--- src/rtl/video_timing_gen.sv ---
// Raster timing generator: pixel/line counters, registered blanking, sync, SOF/SOL and frame count.
// Define VIDEO_TIMING_CENTER_EN to add the H_OFS/V_OFS sync-centering inputs, latched at frame end.
module video_timing_gen #(
    parameter int H_ACTIVE = 288,
    parameter int H_FP     = 21,
    parameter int H_SYNC   = 32,
    parameter int H_BP     = 43,
    parameter int V_ACTIVE = 224,
    parameter int V_FP     = 11,
    parameter int V_SYNC   = 7,
    parameter int V_BP     = 22,
    parameter int RGB_W    = 12,
    parameter int CNT_W    = 9
) (
    input  logic             MCLK,
    input  logic             RESET,
    input  logic             CE_PIX,
    input  logic [RGB_W-1:0] iRGB,
`ifdef VIDEO_TIMING_CENTER_EN
    input  logic [3:0]       H_OFS,
    input  logic [3:0]       V_OFS,
`endif
    output logic [CNT_W-1:0] HPOS,
    output logic [CNT_W-1:0] VPOS,
    output logic [RGB_W-1:0] oRGB,
    output logic             HBLK,
    output logic             VBLK,
    output logic             HSYN,
    output logic             VSYN,
    output logic             SOF,
    output logic             SOL,
    output logic [7:0]       FRAME
);

    localparam int H_TOTAL = H_ACTIVE + H_FP + H_SYNC + H_BP;
    localparam int V_TOTAL = V_ACTIVE + V_FP + V_SYNC + V_BP;
    localparam int SW      = CNT_W + 2;

    logic [CNT_W-1:0] hcnt;
    logic [CNT_W-1:0] vcnt;
    logic [3:0]       hofs_l;
    logic [3:0]       vofs_l;

    logic             h_last;
    logic             v_last;
    logic             h_blank;
    logic             v_blank;
    logic             h_sync;
    logic             v_sync;
    logic signed [SW-1:0] h_pos_s, v_pos_s;
    logic signed [SW-1:0] hs0, hs1, vs0, vs1;

    assign HPOS = hcnt;
    assign VPOS = vcnt;

    // Sync windows are compared in a signed space two bits wider so a negative offset is safe.
    always_comb begin
        h_last  = (hcnt == CNT_W'(H_TOTAL - 1));
        v_last  = (vcnt == CNT_W'(V_TOTAL - 1));
        h_blank = ({1'b0, hcnt} >= (CNT_W + 1)'(H_ACTIVE));
        v_blank = ({1'b0, vcnt} >= (CNT_W + 1)'(V_ACTIVE));
        h_pos_s = $signed({2'b00, hcnt});
        v_pos_s = $signed({2'b00, vcnt});
        hs0     = SW'(H_ACTIVE + H_FP) + {{(CNT_W - 2){hofs_l[3]}}, hofs_l};
        hs1     = hs0 + SW'(H_SYNC);
        vs0     = SW'(V_ACTIVE + V_FP) + {{(CNT_W - 2){vofs_l[3]}}, vofs_l};
        vs1     = vs0 + SW'(V_SYNC);
        h_sync  = (h_pos_s >= hs0) && (h_pos_s < hs1);
        v_sync  = (v_pos_s >= vs0) && (v_pos_s < vs1);
    end

    // Outputs describe the pixel the counters point at on this enable, so they trail HPOS/VPOS by one CE.
    always_ff @(posedge MCLK) begin
        if (RESET) begin
            hcnt  <= '0;
            vcnt  <= '0;
            HBLK  <= 1'b1;
            VBLK  <= 1'b1;
            HSYN  <= 1'b1;
            VSYN  <= 1'b1;
            oRGB  <= '0;
            SOF   <= 1'b0;
            SOL   <= 1'b0;
            FRAME <= 8'd0;
        end else if (CE_PIX) begin
            hcnt <= h_last ? '0 : hcnt + CNT_W'(1);
            if (h_last) begin
                vcnt <= v_last ? '0 : vcnt + CNT_W'(1);
                if (v_last) begin
                    FRAME <= FRAME + 8'd1;
                end
            end
            HBLK <= h_blank;
            VBLK <= v_blank;
            HSYN <= ~h_sync;
            VSYN <= ~v_sync;
            oRGB <= (h_blank || v_blank) ? '0 : iRGB;
            SOL  <= (hcnt == '0);
            SOF  <= (hcnt == '0) && (vcnt == '0);
        end
    end

`ifdef VIDEO_TIMING_CENTER_EN
    // Offsets only change between frames so a frame never sees a torn sync position.
    always_ff @(posedge MCLK) begin
        if (RESET) begin
            hofs_l <= 4'd0;
            vofs_l <= 4'd0;
        end else if (CE_PIX && h_last && v_last) begin
            hofs_l <= H_OFS;
            vofs_l <= V_OFS;
        end
    end
`else
    assign hofs_l = 4'd0;
    assign vofs_l = 4'd0;
`endif

endmodule
--- config.mk ---
export PLATFORM = sky130hd
export DESIGN_NAME = video_timing_gen
export DESIGN_NICKNAME = d
export VERILOG_FILES = /design/src/rtl/video_timing_gen.sv
export SDC_FILE = /design/constraint.sdc
export NUM_CORES = 1
export LEC_CHECK = 0
export CELL_PAD_IN_SITES_DETAIL_PLACEMENT = 0
export CELL_PAD_IN_SITES_GLOBAL_PLACEMENT = 1
export CORE_UTILIZATION = 35
export CTS_CLUSTER_DIAMETER = 50
export CTS_CLUSTER_SIZE = 25
export DETAILED_ROUTE_END_ITERATION = 16
export GPL_TIMING_DRIVEN = 0
export PLACE_DENSITY = 0.78
export RECOVER_POWER = 25
export SYNTH_ARGS = -nofsm -noshare
export SYNTH_HDL_FRONTEND = slang
export SYNTH_SLANG_ARGS = --single-unit
--- constraint.sdc ---
create_clock -name MCLK -period 2.49 [get_ports MCLK]
set_input_delay 0.498 -clock MCLK [delete_from_list [all_inputs] [get_ports MCLK]]
set_output_delay 0.498 -clock MCLK [all_outputs]
set_load 0.1 [all_outputs]
=== Word-level counts from Yosys, hierarchy flattened ===
Cells that the tools add are included.

* Bits in registers: 44
* Input bits: 15
* Output and inout port bits: 44
* Logic and storage cells: 34

* Add/sub/neg operators: 3
* $lt $le $gt $ge: 6
* Equal/unequal tests: 2
* Multiplexer cells: 3
* Bitwise operators: 2
* Reduce and logical (&&, ||, !) cells: 8

{| class="wikitable"
|+ Operators with widths
! cell !! count
|-
| adder 9 x 1 -> 9 bit, second input constant || 2
|-
| == test 9 bit, second input constant || 2
|-
| >= comparator 9 x 8 -> 1 bit, second input constant || 2
|-
| >= comparator 9 bit, second input constant || 2
|-
| zero test 9 bit || 2
|-
| two-way mux 9 bit || 2
|-
| two-way mux 12 bit || 1
|-
| less-than comparator 9 x 8 -> 1 bit, second input constant || 1
|-
| less-than comparator 9 bit, second input constant || 1
|-
| adder 8 x 1 -> 8 bit, second input constant || 1
|-
| logical AND 1 bit || 3
|-
| AND reduction 3 bit || 1
|-
| inverter 1 bit || 2
|-
| AND reduction 2 bit || 1
|-
| logical OR 1 bit || 1
|}

=== Logic depth before layout (Yosys ltp) ===
Gate-level depths: netlist (run 1).

* Depth after elaboration: 3
* Gate-level depth with buffers: 7
* Gate-level depth less buffers: 6

=== Worst setup path after synthesis (run 1) ===
OpenSTA, ideal clock, no wires.

* Path kind: register to register
* From: register hcnt[1] (netlist: HPOS[1])
* To: register FRAME[4]
* Arrival: 2675 ps
* Required time: 2419 ps
* Path slack: -256 ps
* Stages on the path, launching flop included: 7
* Path buffers: 1
* Clock period less this slack: 2746 ps
* Cells stage by stage: dfxtp_1 > ha_1 > nand3_2 > or3_4 > buf_6 > or4_1 > a21oi_1

* Longest elaborated chain between the ends: 2

{| class="wikitable"
|+ RTL lines
! item !! RTL line !! text
|-
| start, declared || 39 || <nowiki>logic [CNT_W-1:0] hcnt;</nowiki>
|-
| start signal, assigned || 86 || <nowiki>hcnt <= h_last ? '0 : hcnt + CNT_W'(1);</nowiki>
|-
| == test 9 bit || 58 || <nowiki>h_last = (hcnt == CNT_W'(H_TOTAL - 1));</nowiki>
|-
| AND reduction 3 bit (no source line) || n/a ||
|-
| end signal, assigned || 90 || <nowiki>FRAME <= FRAME + 8'd1;</nowiki>
|-
| end, declared || 32 || <nowiki>output logic [7:0] FRAME</nowiki>
|}

No other way between the ends.
A chain may end at the register's enable or synchronous reset.

=== Worst setup path in the final report (run 1) ===
* From: register FRAME[0]
* To: output port FRAME[0]

No word-level cell between the ends.

==> flow_summary.ini, run 1 <==
[die]
coreArea_mm2 = 0.00561
die_area_mm2 = 0.00622
die_y_um = 78.9
start_util_pct = 36.9
die_width_um = 78.9
rows = 27
io_pins = 59

[timing]
period_needed_ns = 2.42
hold_viol_final = 0
skew_ns = 0.00497
maxSlewViolCount = 0
fmax_mhz = 414
finalSetupTns_ns = 0
setup_slack_ns = 0.0740
fin_crit_sh_pct = 97.0
tightest_slew_ns = 1.16
slew-limit-headroom_pct = 23.0
setup_violations = 0
rsz0062_at_grt = no
whs_ns = 0.466

[hold_path]
hp-class = register to register

[synth]
synthMuxAreaShare_pct = 0.544
syn_area_mm2 = 0.00207
avgSynthCellArea_um2 = 8.70
synthTopCellsByArea = dfxtp_1 (43%), nor2_1 (4.9%), a21oi_1 (4.4%)
synth_top_area_share_pct = 42.6
synth_seq_cells = 44
yosysTopAreaCell = dfxtp_1
synth_compound_area_share_pct = 18.0
yosys.area_share.simple_pct = 25.3
synth_nets = 259
ys_warn_count = 0
synth_fa_ha_area_share_pct = 3.63
synth_xor_xnor_area_share_pct = 4.66
synthDistinctLibCells = 41
synth_edf_count = 0
synth_top_family_by_area = simple AND/OR/NAND/NOR gates
async_flop_share_pct = 0
yosys_most_used_dff = dfxtp_1
netlist_instances = 238
ys_seq_area_share_pct = 42.6

[cts]
clk_pin_slew_worst_paths_ns = 0.08
ctsHoldBuffers = 0
cts_max_path_buffers = 2
cts_tree = built
clockRootBuffer = clkbuf_8
htree_levels = 2
cts.sinks = 44
numCtsBuffers = 5
clkLatencyLatePin_ns = 0.29

[critical_path]
r2r_cells = 5
path_cells = clkdlybuf4s50_1
critPathCapture = FRAME[0]
rr_endpoint = VPOS[0]
endpoint_kind = output port
critPathMaxFanout = 7
start_kind = register
crit_start = FRAME[0]
crit-reg2reg-launch = VPOS[4]
crit_buf_inv = 1
worstSetupPathType = register to output port
path_delay_family = buffers and inverters
slowest_delay_ns = 1.18
cp.arrival_ns = 1.92
r2r_slack_ns = 0.30
cp_num_cells = 1
cp_data_required_time_ns = 1.99
critical_path.slowest_cell = clkdlybuf4s50_1

[routing]
wl_mm = 5.34
ant_nets = 0
vias_per_cell = 5.23
dr.pass1.iters = 4
drc = 0
wl_per_cell_um = 14.2
vias = 1967
initialDrtViolationCount = 48

[layout]
syn2layout_area_growth_pct = 38.2
drive_gt1_share_pct = 9.54
nets = 324
n_fill_cell = 583
final_cells = 376
antennaDiodeCount = 0
design_area_mm2 = 0.00286
final_util_pct = 51.0

[power_and_ir_drop]
power_frac_seq_pct = 47.8
swShare_pct = 29.2
p_leak_nw = 0.994
ir_worst_vdd_mv = 0.298
p_sw_mw = 0.448
p_per_area_mw_per_mm2 = 537
comb_power_share_pct = 16.6
finalPower_mw = 1.54
clkPwrFrac_pct = 35.7
power.internal_mw = 1.09

[grt]
grt_usage_pct = 18.3
grt_antenna_before_repair = 0
grt_pass1_wl_mm = 9.09
grt_max_degree = 15
overflow = 0
grt_pass1_vias = 1883

[run_status]
status = completed

[job]
max-cap-violations = 0

[place]
routabilityCongestion = 0.820
post_dp_cell_area_mm2 = 0.00275
numPortBuffers = 58
pre_cts_ws_ns = -0.243
detailedPlacementHpwl_mm = 3.88
placed_cells = 368
-- flip-flops by register name (all words and copies together) (netlist names) --
name	flops
VBLK	1
SOL	1
VSYN	1
HPOS	9
SOF	1
VPOS	9
HSYN	1
FRAME	8
oRGB	12
HBLK	1
-- worst min path at each step --
stage / start / end / slack [ns] / depth (start not counted)
3_5_place_dp: HSYN / HSYN / 0.45 / 2
2_1_floorplan: iRGB[0] / oRGB[0] / 0.64 / 2
4_1_cts: HSYN / HSYN / 0.47 / 2
5_1_grt: HSYN / HSYN / 0.49 / 2
3_3_place_gp: HSYN / HSYN / 0.45 / 2
6_report: HSYN / HSYN / 0.47 / 2
-- cell type report --
type / count / area (um2) / share of cell area [%]
Clock inverter: 3 / 42.5 / 1.49
Inverter: 9 / 33.8 / 1.18
Multi-Input combinational cell: 168 / 1090 / 38.1
Sequential cell: 44 / 893 / 31.2
Timing Repair Buffer: 58 / 567 / 19.8
Buffer: 17 / 76.3 / 2.67
Tap cell: 72 / 90.1 / 3.15
Clock buffer: 5 / 68.8 / 2.41
-- power groups by stage --
stage,Combinational [mW],Clock [mW],Sequential (mW)
CTS,0.256,0.570,0.734
detailed placement,0.256,0,0.751
floorplan,0.0474,0,0.883
global route,0.268,0.595,0.737
finish,0.254,0.548,0.734
global placement,0.256,0,0.750
-- synthesized netlist by cell type, types with 2 or more instances --
cell	n
nor3_1	7
dfxtp_1	44
xor2_1	3
o21bai_1	3
o21ai_0	7
inv_1	8
a22oi_1	12
nand4_1	9
o31ai_1	8
or4_1	9
a21oi_1	18
o31a_1	2
nor2_1	27
nand3_2	2
ha_1	6
clkbuf_1	11
clkbuf_2	2
o211ai_1	2
nand3_1	6
nor4_1	6
nand2_1	10
nand4b_1	3
xnor2_1	8
buf_2	3
nand2b_1	3
or3_1	4
-- cell families (layout without fill, tap and decap cells) --
kind of cell             Yosys count  in the layout
XOR/XNOR                          11             11
buffers and inverters             26             92
AND/OR/NAND/NOR                   93             93
adder cells (fa/ha/maj)            6              6
flip-flops                        44             44
multiplexers                       1              1
AO/OA/AOI/OAI                     57             57
-- routing by layer --
| metal | share of wire [%] | up-vias | track usage [%] |
|---|---|---|---|
| met3 | 4.3 | 2 | 4.14 |
| met5 | 0 | - | 0 |
| met2 | 47 | 43 | 30.2 |
| li1 | - | 1002 | - |
| met4 | 0.43 | 0 | 5.09 |
| met1 | 49 | 920 | 24.0 |
-- tightest hold or removal path, stage by stage (launching register included) --
cell     delay, ns
dfxtp_1       0.33
a21oi_1       0.06
nand2_1       0.05
-- cells in the final DEF (no fill, tap or decap), types with 2 or more instances in the layout --
master           netlist  layout
a21oi_1               18      18
a22oi_1               12      12
buf_2                  3       3
clkbuf_1              11      14
clkbuf_8               0       5
clkdlybuf4s50_1        0      54
dfxtp_1               44      34
dfxtp_2                0      10
ha_1                   6       6
inv_1                  8       8
nand2_1               10      10
nand2b_1               3       3
nand3_1                6       6
nand4_1                9       9
nand4b_1               3       3
nor2_1                27      27
nor3_1                 7       7
nor4_1                 6       6
o211ai_1               2       2
o21ai_0                7       7
o21bai_1               3       2
o31a_1                 2       2
o31ai_1                8       8
or3_1                  4       4
or4_1                  9       9
xnor2_1                8       8
xor2_1                 3       3
-- repair_timing --
action | 4_1_cts | 5_1_grt
gates resized for setup | 1 | 4
endpoints found under the setup margin | 1 | 15
setup buffers | 0 | 0
pin swaps | 0 | 0
Power figures use the tool's default switching activity.
==> run 2, diff against run 1 <==
--- a/config.mk
+++ b/config.mk
@@ -12,8 +12,9 @@
 export CTS_CLUSTER_SIZE = 25
 export DETAILED_ROUTE_END_ITERATION = 16
 export GPL_TIMING_DRIVEN = 0
-export PLACE_DENSITY = 0.78
+export PLACE_DENSITY = 0.77
 export RECOVER_POWER = 25
+export SLEW_MARGIN = 20
 export SYNTH_ARGS = -nofsm -noshare
 export SYNTH_HDL_FRONTEND = slang
 export SYNTH_SLANG_ARGS = --single-unit
==> flow_summary.ini, run 2 (same netlist as run 1, synthesis figures left out) <==
[hold_path]
hold_path_end = HSYN
hp-start = HSYN
hp-class = register to register
whs_path_depth = 2

[layout]
design_area_mm2 = 0.00288
final_common_cell = clkdlybuf4s50_1
syn2layout_area_growth_pct = 39.0
drive_gt1_share_pct = 9.87
top_register = oRGB
largest_reg_flops = 12
final_util_pct = 51.3
nets = 324
antennaDiodeCount = 0
final_cells = 376
layout_common_cells = clkdlybuf4s50_1 (54), dfxtp_1 (34), nor2_1 (27), a21oi_1 (18), clkbuf_1 (13)

[cts]
ctsHoldBuffers = 0
cts_resized = 1
cts.sinks = 44
htree_levels = 2
clkLatencyLatePin_ns = 0.30
cts_max_path_buffers = 2
clk_pin_slew_worst_paths_ns = 0.08
clockRootBuffer = clkbuf_8
numCtsBuffers = 5
cts_tree = built
postCtsSetupBuffers = 0

[place]
numPortBuffers = 58
pre_cts_ws_ns = -0.219
routabilityCongestion = 0.812
placed_cells = 368
post_dp_cell_area_mm2 = 0.00275
detailedPlacementHpwl_mm = 3.81

[die]
start_util_pct = 36.9
die_width_um = 78.9
io_pins = 59
rows = 27
coreArea_mm2 = 0.00561
die_area_mm2 = 0.00622
die_y_um = 78.9

[routing]
ant_nets = 0
drc = 0
initialDrtViolationCount = 70
dr.pass1.iters = 4
wl_per_cell_um = 14.1
vias = 1951
vias_per_cell = 5.19
wl_mm = 5.29

[timing]
setup_slack_ns = 0.0725
hold_viol_final = 0
skew_ns = 0.00890
tightest_slew_ns = 1.16
setup_violations = 0
period_needed_ns = 2.42
rsz0062_at_grt = no
fin_crit_sh_pct = 97.1
slew-limit-headroom_pct = 23.2
maxSlewViolCount = 0
fmax_mhz = 414

[critical_path]
path_delay_family = buffers and inverters
crit-reg2reg-launch = HPOS[1]
path_cells = clkdlybuf4s50_1
critPathMaxFanout = 7
slowest_delay_ns = 1.18
start_kind = register
rr_endpoint = FRAME[6]
cp_data_required_time_ns = 1.99
worstSetupPathType = register to output port
r2r_slack_ns = 0.33
crit_buf_inv = 1
r2r_cells = 7
endpoint_kind = output port
critical_path.slowest_cell = clkdlybuf4s50_1
cp.arrival_ns = 1.92

[grt]
grt_antenna_before_repair = 0
grt_pass1_vias = 1899
grt_usage_pct = 18.0
grt_pass1_wl_mm = 8.84
grt_max_degree = 14
overflow = 0

[power_and_ir_drop]
p_per_area_mw_per_mm2 = 554
finalPower_mw = 1.59
p_leak_nw = 1.01
ir_worst_vdd_mv = 0.240

[run_status]
status = completed

[job]
max-cap-violations = 0
## run 2: per-layer routing
layer  global-route usage, %  share of wire [%]
met5                       0                  0
met4                    5.45                1.1
met3                    4.37                5.4
met2                    28.2                 45
met1                    24.3                 48
## run 2: report_power, final
group	switching (mW)	internal, mW	total (mW)
clock network	0.251	0.354	0.605
logic	0.185	0.0702	0.255
registers	0.0122	0.722	0.734
## run 2: worst max-delay path by stage
stage,slack [ns],startpoint,end,cells past startpoint
global placement,-0.19,CE_PIX,FRAME[5],7
global route,0.009,HPOS[6],HPOS[6],1
finish,0.07,VPOS[5],VPOS[5],1
floorplan,0.12,HPOS[1],FRAME[4],6
CTS,0.03,VPOS[4],VPOS[4],1
detailed placement,-0.22,CE_PIX,FRAME[6],7
## run 2: cell type report
cell class	count	area, um2
fillers	574	2730
multi-input cells	168	1090
flip-flops and latches	44	893
repair buffers	58	567
clock buffers	7	96.3
well taps	72	90.1
plain buffers	17	77.6
inverters	9	33.8
clock inverters	1	30.0
## run 2: per-stage QoR
step	setup TNS, ns	hold WS, ns
global route	0	0.503
global placement	-2.25	0.451
floorplan	0	0.642
finish	0	0.471
CTS	0	0.470
detailed placement	-2.64	0.450
